$ cat config.mk
export PLATFORM = sky130hd
export DESIGN_NAME = frame_sequencer
export DESIGN_NICKNAME = d
export VERILOG_FILES = /design/src/rtl/frame_sequencer.sv
export SDC_FILE = /design/constraint.sdc
export NUM_CORES = 1
export LEC_CHECK = 0
export CAP_MARGIN = 25
export CORE_ASPECT_RATIO = 0.8
export CORE_UTILIZATION = 55
export CTS_CLUSTER_DIAMETER = 60
export CTS_CLUSTER_SIZE = 12
export DETAILED_ROUTE_END_ITERATION = 8
export MAX_ROUTING_LAYER = met4
export PLACE_DENSITY = 0.8
export SLEW_MARGIN = 20
export SYNTH_ARGS = -nofsm -noshare
export SYNTH_HDL_FRONTEND = slang
export SYNTH_SLANG_ARGS = --single-unit
export TNS_END_PERCENT = 100
$ cat constraint.sdc
create_clock -name clk -period 2.5 [get_ports clk]
set_clock_uncertainty 0.05 [all_clocks]
set_input_delay 0.375 -clock clk [delete_from_list [all_inputs] [get_ports clk]]
set_output_delay 0.375 -clock clk [all_outputs]
set_load 0.05 [all_outputs]
$ cat src/rtl/frame_sequencer.sv
// rtl/frame_sequencer.sv - frame sequencer FSM: scene wait, raypipe kick, pixel count, watchdog; FRAME_SEQ_CONT_EN enables back-to-back frames
module frame_sequencer #(
    parameter int NUM_PIXELS = 307200,
    parameter int WD_CYCLES  = 1048576
) (
    input  logic        clk,
    input  logic        rst_b,
    input  logic        start_btn,
    input  logic        sl_done,
    input  logic        pb_re,
    output logic        render_frame,
    output logic        rendering_done,
    output logic        busy,
    output logic [18:0] pixel_cnt,
    output logic [7:0]  frame_cnt,
    output logic        stall
);

    localparam int              WD_W     = $clog2(WD_CYCLES + 1);
    localparam logic [18:0]     LAST_PIX = 19'(NUM_PIXELS - 1);
    localparam logic [WD_W-1:0] WD_MAX   = WD_W'(WD_CYCLES);
    localparam logic [WD_W-1:0] WD_LAST  = WD_W'(WD_CYCLES - 1);

    typedef enum logic [2:0] {
        S_IDLE       = 3'd0,
        S_WAIT_SCENE = 3'd1,
        S_KICK       = 3'd2,
        S_RENDER     = 3'd3,
        S_DONE       = 3'd4
    } state_t;

    state_t          r_state;
    state_t          w_next_state;
    logic            r_start_prev;
    logic            w_start_edge;
    logic            w_last_pixel;
    logic [WD_W-1:0] r_wd_cnt;
    logic            r_render_frame;
    logic            r_rendering_done;
    logic            r_busy;
    logic [18:0]     r_pixel_cnt;
    logic [7:0]      r_frame_cnt;
    logic            r_stall;
    logic            w_render_frame_nxt;
    logic            w_rendering_done_nxt;
    logic            w_busy_nxt;
`ifdef FRAME_SEQ_CONT_EN
    logic            r_stop_req;
`endif

    // History resets to 1 so a button held through reset is not seen as a press
    assign w_start_edge = start_btn & ~r_start_prev;
    assign w_last_pixel = (r_state == S_RENDER) && pb_re && (r_pixel_cnt == LAST_PIX);

    // Start button history for rising-edge detection
    always_ff @(posedge clk or negedge rst_b) begin
        if (!rst_b) begin
            r_start_prev <= 1'b1;
        end else begin
            r_start_prev <= start_btn;
        end
    end

    // State register
    always_ff @(posedge clk or negedge rst_b) begin
        if (!rst_b) begin
            r_state <= S_IDLE;
        end else begin
            r_state <= w_next_state;
        end
    end

    // Next-state decode
    always_comb begin
        w_next_state = r_state;
        case (r_state)
            S_IDLE: begin
                if (w_start_edge) begin
                    w_next_state = S_WAIT_SCENE;
                end
            end
            S_WAIT_SCENE: begin
                if (sl_done) begin
                    w_next_state = S_KICK;
                end
            end
            S_KICK: begin
                w_next_state = S_RENDER;
            end
            S_RENDER: begin
                if (w_last_pixel) begin
                    w_next_state = S_DONE;
                end
            end
            S_DONE: begin
`ifdef FRAME_SEQ_CONT_EN
                w_next_state = r_stop_req ? S_IDLE : S_KICK;
`else
                w_next_state = S_IDLE;
`endif
            end
            default: begin
                w_next_state = S_IDLE;
            end
        endcase
    end

    // Output decode from the upcoming state so registered outputs line up with it
    always_comb begin
        w_render_frame_nxt   = (w_next_state == S_KICK);
        w_rendering_done_nxt = (w_next_state == S_DONE);
        w_busy_nxt           = (w_next_state != S_IDLE);
    end

    // Registered status pulses and busy flag
    always_ff @(posedge clk or negedge rst_b) begin
        if (!rst_b) begin
            r_render_frame   <= 1'b0;
            r_rendering_done <= 1'b0;
            r_busy           <= 1'b0;
        end else begin
            r_render_frame   <= w_render_frame_nxt;
            r_rendering_done <= w_rendering_done_nxt;
            r_busy           <= w_busy_nxt;
        end
    end

    // Pixel and frame counters; a kick starts a fresh pixel count
    always_ff @(posedge clk or negedge rst_b) begin
        if (!rst_b) begin
            r_pixel_cnt <= 19'd0;
            r_frame_cnt <= 8'd0;
        end else begin
            if (w_next_state == S_KICK) begin
                r_pixel_cnt <= 19'd0;
            end else if ((r_state == S_RENDER) && pb_re) begin
                r_pixel_cnt <= r_pixel_cnt + 19'd1;
            end
            if (w_next_state == S_DONE) begin
                r_frame_cnt <= r_frame_cnt + 8'd1;
            end
        end
    end

    // Watchdog: counts idle render cycles, saturates and latches stall until the next kick
    always_ff @(posedge clk or negedge rst_b) begin
        if (!rst_b) begin
            r_wd_cnt <= '0;
            r_stall  <= 1'b0;
        end else if (w_next_state == S_KICK) begin
            r_wd_cnt <= '0;
            r_stall  <= 1'b0;
        end else if (r_state == S_RENDER) begin
            if (pb_re) begin
                r_wd_cnt <= '0;
            end else if (r_wd_cnt != WD_MAX) begin
                r_wd_cnt <= r_wd_cnt + 1'b1;
                if (r_wd_cnt == WD_LAST) begin
                    r_stall <= 1'b1;
                end
            end
        end
    end

`ifdef FRAME_SEQ_CONT_EN
    // Stop request: a press during rendering ends the run after the current frame
    always_ff @(posedge clk or negedge rst_b) begin
        if (!rst_b) begin
            r_stop_req <= 1'b0;
        end else if (r_state == S_DONE) begin
            r_stop_req <= 1'b0;
        end else if ((r_state == S_RENDER) && w_start_edge) begin
            r_stop_req <= 1'b1;
        end
    end
`endif

    assign render_frame   = r_render_frame;
    assign rendering_done = r_rendering_done;
    assign busy           = r_busy;
    assign pixel_cnt      = r_pixel_cnt;
    assign frame_cnt      = r_frame_cnt;
    assign stall          = r_stall;

endmodule

-- Word-level counts from Yosys, hierarchy flattened
Index checks and enable logic that the tools add are counted.
- bits in latches: 0
- memory bits (writable): 0
- memories kept: 0
- logic and storage cells: 49
- output and inout port bits: 31
- input port bits: 5
- register bits: 56
- bits in read-only memories: 0
- muxes and demuxes: 15
- add/subtract/negate cells: 3
- shifts and indexed selects: 0
- equal/unequal tests: 9
- multipliers: 0
- magnitude comparators: 0
- div/mod/pow operators: 0
- bitwise gates (word level): 2
- reductions and logical operators: 11
- operators by type and width (kind ; count):
    $mux 21 ; 4
    $mux 19 ; 2
    $add 21x1->21 const B ; 1
    $eq 21x20->1 const B ; 1
    $ne 21x21->1 const B ; 1
    $add 19x1->19 const B ; 1
    $eq 19x19->1 const B ; 1
    $pmux 3 s4 ; 1
    $eq 3x2->1 const B ; 3
    $mux 3 ; 3
    $add 8x1->8 const B ; 1
    $reduce_bool 2->1 ; 4
    $reduce_bool 3->1 ; 2
    $mux 1 ; 5
    $reduce_and 4->1 ; 1
    $eq 3x1->1 const B ; 1
    $eq 3x3->1 const B ; 1
    $logic_not 3->1 ; 1
    $logic_and 1x1->1 ; 2
    $ne 2x1->1 const B ; 1
    $reduce_and 2->1 ; 1
    $and 1x1->1 ; 1
    $not 1->1 ; 1

-- Longest topological paths before layout
Gate-level depths: netlist (run 1).
- word-level depth: 8
- depth in mapped cells: 7
- gate-level depth less buffers: 7

-- Worst setup path after synthesis (run 1)
Ideal clock, no wire load.
- kind: reg-to-reg
- start: register r_pixel_cnt[0] (netlist: pixel_cnt[0])
- end: register r_frame_cnt[3] (netlist: frame_cnt[3])
- data required time: 2.308 ns
- period minus slack after synthesis: 2.374 ns
- cell stages (with the launch flop): 8
- path buffers: 1
- library setup time: 0.142 ns
- setup slack: 0.126 ns
- data arrival time: 2.182 ns
- path through: dfrtp_1 > ha_1 > nand3_1 > or4_4 > nor3_4 > buf_6 > nand4_1 > xnor2_1
- word-level cells in the longest chain between the ends: 5
- ends and longest elaborated chain (element ; line ; RTL):
    start, declared ; 41 ; logic [18:0] r_pixel_cnt;
    start signal, assigned ; 137 ; r_pixel_cnt <= r_pixel_cnt + 19'd1;
    $eq 19x19->1 ; 53 ; assign w_last_pixel = (r_state == S_RENDER) && pb_re && (r_pixel_cnt == LAST_PIX);
    $logic_and 1x1->1 ; 53 ;
    $mux 3 ; 91 ; if (w_last_pixel) begin
    $pmux 3 s4 ; 76 ; case (r_state)
    named net w_next_state[2] ; 33 ; state_t w_next_state;
    $eq 3x3->1 ; 139 ; if (w_next_state == S_DONE) begin
    end signal, assigned ; 140 ; r_frame_cnt <= r_frame_cnt + 8'd1;
    end, declared ; 42 ; logic [7:0] r_frame_cnt;
The timed path passes the listed nets, and every way through them passes these cells.
A chain may end at the register's enable or synchronous reset.

-- Worst setup path after layout (run 1)
- start: register r_pixel_cnt[12] (netlist: pixel_cnt[12])
- end: register r_frame_cnt[1] (netlist: frame_cnt[1])
- word-level cells in the longest chain between the ends: 5
- ends and longest elaborated chain (element ; line):
    $eq 19x19->1 ; 53
    $logic_and 1x1->1 ; 53
    $mux 3 ; 91
    $pmux 3 s4 ; 76
    $eq 3x3->1 ; 139
No other way between the ends.

==> results.cfg, run 1 <==
[timing]
setup_ws_ns = 0.181
timing.final.crit_share_pct = 92.7
timing.setup.tns_ns = 0
finalSetupViolCount = 0
report.final.slew_viol_count = 0
rsz0062_at_grt = false
fin_worst_hold_slack_ns = -0.00570
finalHoldViolations = 5
worst_slew_margin_rel_pct = 55.8
tmin_final_ns = 2.32
tightestPinTransition_ns = 0.657
fmax_mhz = 431

[run]
maxCapViolCount = 0

[setup_path]
worstReg2RegEnd = frame_cnt[1]$_DFFE_PN0P_
critPathLaunchType = flip-flop
rr_startpoint = pixel_cnt[12]$_DFFE_PN0P_
slowest_delay_ns = 0.58
timing.reg2reg.worst_path_depth = 4
timing.critical_path.max_delay_family = simple AND/OR/NAND/NOR gates
worstPathMaxFanout = 8
critical_path.cell_chain = or4b_1, or4_4, nor3_4, mux2_2
path_buf_inv = 0
setup.reg_to_reg.worst_slack_ns = 0.18
cp.arrival_ns = 2.46
timing.critical_path.slowest_stage_cell = or4b_1
crit_path_kind = flip-flop to flip-flop
worst_ep_required_time_ns = 2.64
setup.worst_path.end_class = flip-flop

[floorplan]
die_width_um = 80.9
chipHeight_um = 65.1
core_area_mm2 = 0.00468
floorplan.rows = 22
design.portCount = 36
design.die.area_mm2 = 0.00527
initial_util_pct = 58.5

[global_route]
global_route.usage.total_pct = 24.8
gr-total-overflow = 0
antenna_found_initial = 0
first_global_vias = 2075
grt_max_degree = 57
grt_first_pass_wirelength_um = 9770

[cells_and_area]
area_delta_synth_final_pct = 20.2
fillers = 357
drive_above_1_share_pct = 7.35
diodes = 0
finalNetCount = 321

[logic_synthesis]
synth.ff_latch_count = 56
yosys.area.top_type = dfrtp_1
prevailing_post_synth_register_cell = dfrtp_1
yosysMostFrequentCell = dfrtp_1
synth.top_cells.by_area = dfrtp_1, xor2_1, nor2_1
netlist_top_cells_count = dfrtp_1, nor2_1, xor2_1
cell_count_after_synthesis = 270
synth_top_area_share_pct = 50.3
synth.net_count = 279
sequential_element_share_of_the_synthesized_area_pct = 51.2
synth.cell_area_mm2 = 0.00274
netlist-cell-type-count = 39
synth-edff-count = 0
synth_async_sr_flop_share_pct = 100
ys.warnings.count = 0
syn_avg_cell_area_um2 = 10.1

[worst_hold_path]
hold_path.class = input port to async pin

[routing]
drt_total_wl_um = 5730
dr_total_vias = 2131
detail-route-antenna-nets = 0
detail_route.iter0.violations = 139
final_routed_wire_length_divided_by_cell_count_um = 15.4
dr.pass1.iters = 4
detail_route.vias_per_cell = 5.71
detail_route.drc_violations = 0

[cts]
numCtsBuffers = 5
tritoncts = built
cts_num_sinks = 56
htree_levels = 2
clock_tree.root_cell = clkbuf_8
postCtsSetupRepairBufs = 0
cts-hold-fix-buffers = 0
clock_tree.buffer_depth = 2
post_cts_resize_count = 0
clk_latency_ns = 0.30
clk_pin_slew_ns = 0.10

[placement]
dp_slack_ns = 0.0876
dp_hpwl_um = 3980
placement.io_buffers = 35
routabilityCongestion = 0.828

[status]
violations = hold timing
run_status = finished, violations left

[pwr]
static-leakage-power_nw = 1.45
maximum_vdd_drop_mv = 0.323
p_per_area_mw_per_mm2 = 622
## cells by family after synthesis
kind of cell               Yosys count  share of synthesized area (%)
AOI/OAI and AO/OA                   19                           4.62
muxes                                2                          0.777
and+or+nand+nor                    138                           26.7
buffers and inverters               10                           1.69
DFF                                 56                           51.2
xor gates and xnor gates            41                           13.1
adders and majority gates            4                           1.83
## layer usage
metal  vias up  wire length [µm]  track usage, %
met2        45              2620            38.0
met3         4               203            3.75
met4         0                45            6.03
met1      1044              2870            35.0
met5         -                 0               -
li1       1038                 -               -
## worst max-delay path by stage
| stage | to | depth (start not counted) | slack [ns] | from |
|---|---|---|---|---|
| 2_1_floorplan | frame_cnt[3]$_DFFE_PN0P_ | 7 | 0.13 | pixel_cnt[0]$_DFFE_PN0P_ |
| 6_report | frame_cnt[1]$_DFFE_PN0P_ | 4 | 0.18 | pixel_cnt[12]$_DFFE_PN0P_ |
| 4_1_cts | frame_cnt[1]$_DFFE_PN0P_ | 4 | 0.21 | pixel_cnt[12]$_DFFE_PN0P_ |
| 3_5_place_dp | frame_cnt[1]$_DFFE_PN0P_ | 5 | 0.09 | pb_re |
| 5_1_grt | frame_cnt[1]$_DFFE_PN0P_ | 4 | 0.12 | pixel_cnt[12]$_DFFE_PN0P_ |
| 3_3_place_gp | frame_cnt[1]$_DFFE_PN0P_ | 5 | 0.12 | pb_re |
## report_power, final
part,switching (mW),internal (mW),total [mW]
Clock,0.284,0.222,0.506
Combinational,0.318,0.166,0.484
Sequential,0.0899,0.967,1.06
## placed cells by master (no fill, tap or decap), types with 2 or more instances in the layout
cell              n
a21oi_1           5
and3_1            9
and4_1            2
buf_4             7
clkbuf_8          6
clkdlybuf4s50_1  34
clkinv_2          2
dfrtp_1          55
ha_1              4
inv_1             2
nand2_1          13
nand2b_1          6
nand3_1          17
nand3b_1          2
nand4_1          20
nor2_1           46
nor3_1            6
nor4_1            5
nor4b_1           2
o2111ai_1         4
o211ai_1          3
o21ai_0           4
xnor2_1          14
xor2_1           27
## registers in the layout, summed over array words and instances (netlist names)
register	flops
busy	1
frame_cnt	8
pixel_cnt	19
r_start_prev	1
r_state	3
r_wd_cnt	21
render_frame	1
rendering_done	1
stall	1
## area by class of cell
| cell class | instances | area, µm² | area share (%) |
|---|---|---|---|
| Tap cell | 60 | 75.1 | 2.28 |
| Sequential cell | 56 | 1400 | 42.6 |
| Multi-Input combinational cell | 204 | 1290 | 39.3 |
| Clock inverter | 2 | 10.0 | 0.304 |
| Inverter | 2 | 7.51 | 0.228 |
| Timing Repair Buffer | 43 | 418 | 12.7 |
| Clock buffer | 6 | 82.6 | 2.51 |
## through the flow
| step | power (mW) | cells | hold WS (ns) | area, µm² | util (%) |
|---|---|---|---|---|---|
| global placement | 1.55 | 365 | 0.346 | 3200 | 68.3 |
| CTS | 2.05 | 373 | 0.0147 | 3290 | 70.3 |
| floorplan | 1.37 | 270 | 0.0294 | 2740 | - |
| global route | 2.14 | 373 | 0.0150 | 3290 | 70.3 |
| finish | 2.05 | 373 | -0.00570 | 3290 | 70.3 |
| detailed placement | 1.56 | 365 | 0.345 | 3200 | 68.3 |
Note: power is estimated with default switching activity, not from simulation.
==> inputs of run 2 (changes only) <==
--- a/config.mk
+++ b/config.mk
@@ -13,6 +13,7 @@
 export DETAILED_ROUTE_END_ITERATION = 8
 export MAX_ROUTING_LAYER = met4
 export PLACE_DENSITY = 0.8
+export RECOVER_POWER = 50
 export SLEW_MARGIN = 20
 export SYNTH_ARGS = -nofsm -noshare
 export SYNTH_HDL_FRONTEND = slang
==> run 2 against run 1 <==
Net effect: the run now ends clean; sequential share of layout area increased by 0.49 points; register-to-register slack lost 0.04 ns; clock-buffer cell count unchanged; fmax decreased by 1.8%; critical path depth unchanged; first-iteration DRC count increased by 11%; hold slack better by 0.40 ns; largest cell class unchanged.
==> results.cfg, run 2 (synthesized netlist as in run 1, its figures left out) <==
[status]
run_status = finished clean

[pwr]
total_power_mw = 2.04
clock_power_share_pct = 24.7
maximum_vdd_drop_mv = 0.320
combPwrFrac_pct = 23.4
static-leakage-power_nw = 1.43
p_per_area_mw_per_mm2 = 627
intPower_mw = 1.35
p_sw_uw = 687
power_switching_share_pct = 33.7
power_frac_seq_pct = 51.9

[setup_path]
worst_ep_required_time_ns = 2.64
worstPathMaxFanout = 8
worstReg2RegEnd = frame_cnt[1]$_DFFE_PN0P_
startpoint = pixel_cnt[12]$_DFFE_PN0P_
cp.arrival_ns = 2.50
setup.worst_path.end_class = flip-flop
timing.reg2reg.worst_path_depth = 4
critPathLaunchType = flip-flop
worstSetupEndpoint = frame_cnt[1]$_DFFE_PN0P_
crit_path_kind = flip-flop to flip-flop
setup.reg_to_reg.worst_slack_ns = 0.14
rr_startpoint = pixel_cnt[12]$_DFFE_PN0P_

[timing]
tightestPinTransition_ns = 1.32
timing.setup.tns_ns = 0
report.final.slew_viol_count = 0
setup_ws_ns = 0.139
timing.final.crit_share_pct = 94.4
rsz0062_at_grt = false
finalSetupViolCount = 0
worst_slew_margin_rel_pct = 11.7
fin_worst_hold_slack_ns = 0.391
fmax_mhz = 424
finalHoldViolations = 0
tmin_final_ns = 2.36

[placement]
routabilityCongestion = 0.828
dp_hpwl_um = 3980
placement.io_buffers = 35
dp_slack_ns = 0.0876
placedInstanceArea_mm2 = 0.00320

[cts]
clock_tree.buffer_depth = 2
postCtsSetupRepairBufs = 0
cts-hold-fix-buffers = 0
tritoncts = built
clk_pin_slew_ns = 0.10
htree_levels = 2
cts_num_sinks = 56
clk_latency_ns = 0.30
post_cts_resize_count = 0
numCtsBuffers = 5
clock_tree.root_cell = clkbuf_8

[routing]
met1_length_um = 2840
detailroute.wirelength.met2_um = 2610
detail_route.vias_per_cell = 5.72
dr.max_layer_used = met4
met3RoutedLength_um = 238
final_routed_wire_length_divided_by_cell_count_um = 15.4
detail_route.iter0.violations = 154
dr.pass1.iters = 4
detail_route.drc_violations = 0
drt_total_wl_um = 5730
detail-route-antenna-nets = 0
dr_total_vias = 2134

[worst_hold_path]
hold_path.class = input port to async pin

[floorplan]
core_area_mm2 = 0.00468
design.die.area_mm2 = 0.00527
floorplan.rows = 22
die_width_um = 80.9
chipHeight_um = 65.1
design.portCount = 36
initial_util_pct = 58.5

[cells_and_area]
diodes = 0
most_frequent_standard_cell_in_the_layout_excluding_fill_and_tap_cells = dfrtp_1
finalNetCount = 321
drive_above_1_share_pct = 5.75
largest_register_ffs = 21
largest_register = r_wd_cnt
post-route-cell-area_mm2 = 0.00325
layout.cells.most_common_list = dfrtp_1, nor2_1, clkdlybuf4s50_1
area_delta_synth_final_pct = 18.8

[global_route]
antenna_found_initial = 0
grt_max_degree = 57
gr-total-overflow = 0
grt_first_pass_wirelength_um = 9770
first_global_vias = 2075
global_route.usage.total_pct = 24.8

[run]
maxCapViolCount = 0
==> run 2: layout make-up <==
cell class | count | area (µm²)
Multi-Input combinational cell | 204 | 1280
Sequential cell | 56 | 1400
Fill cell | 366 | 1430
Tap cell | 60 | 75.1
Clock inverter | 2 | 10.0
Clock buffer | 6 | 82.6
Timing Repair Buffer | 43 | 395
Inverter | 2 | 7.51
==> run 2: critical path: stages, from the launching register on <==
cell and delay, ns:
dfrtp_1 0.47, or4b_1 0.57, or4_1 0.49, nor3_4 0.30, mux2_2 0.38
==> run 2: layer usage <==
layer | vias up | GRT usage (%)
met3 | 4 | 3.75
met2 | 49 | 38.0
met5 | - | -
li1 | 1036 | -
met1 | 1045 | 35.0
met4 | 0 | 6.03
==> run 2: worst min path at each step <==
stage,startpoint,slack (ns),cells after the start,to
after CTS,rst_b,0.01,2,r_wd_cnt[16]$_DFFE_PN0P_
after detailed placement,rst_b,0.34,2,busy$_DFF_PN0_
final,rst_b,0.39,2,r_wd_cnt[19]$_DFFE_PN0P_
after global routing,frame_cnt[7]$_DFFE_PN0P_,0.47,1,frame_cnt[7]$_DFFE_PN0P_
after global placement,rst_b,0.35,2,busy$_DFF_PN0_
after floorplan,rst_b,0.03,0,busy$_DFF_PN0_
==> run 2: power groups by stage <==
stage                     registers (mW)  logic (mW)  clock network [mW]
after floorplan                     1.25       0.119                   0
after CTS                           1.06       0.488               0.511
after detailed placement            1.07       0.486                   0
after global placement              1.07       0.477                   0
final                               1.06       0.478               0.503
after global routing                1.07       0.516               0.546
==> run 2: metrics by stage <==
step / util (%) / std cells
4_1_cts: 70.3 / 373
6_report: 69.5 / 373
5_1_grt: 69.5 / 373
3_5_place_dp: 68.3 / 365
3_3_place_gp: 68.3 / 365
2_1_floorplan: - / 270
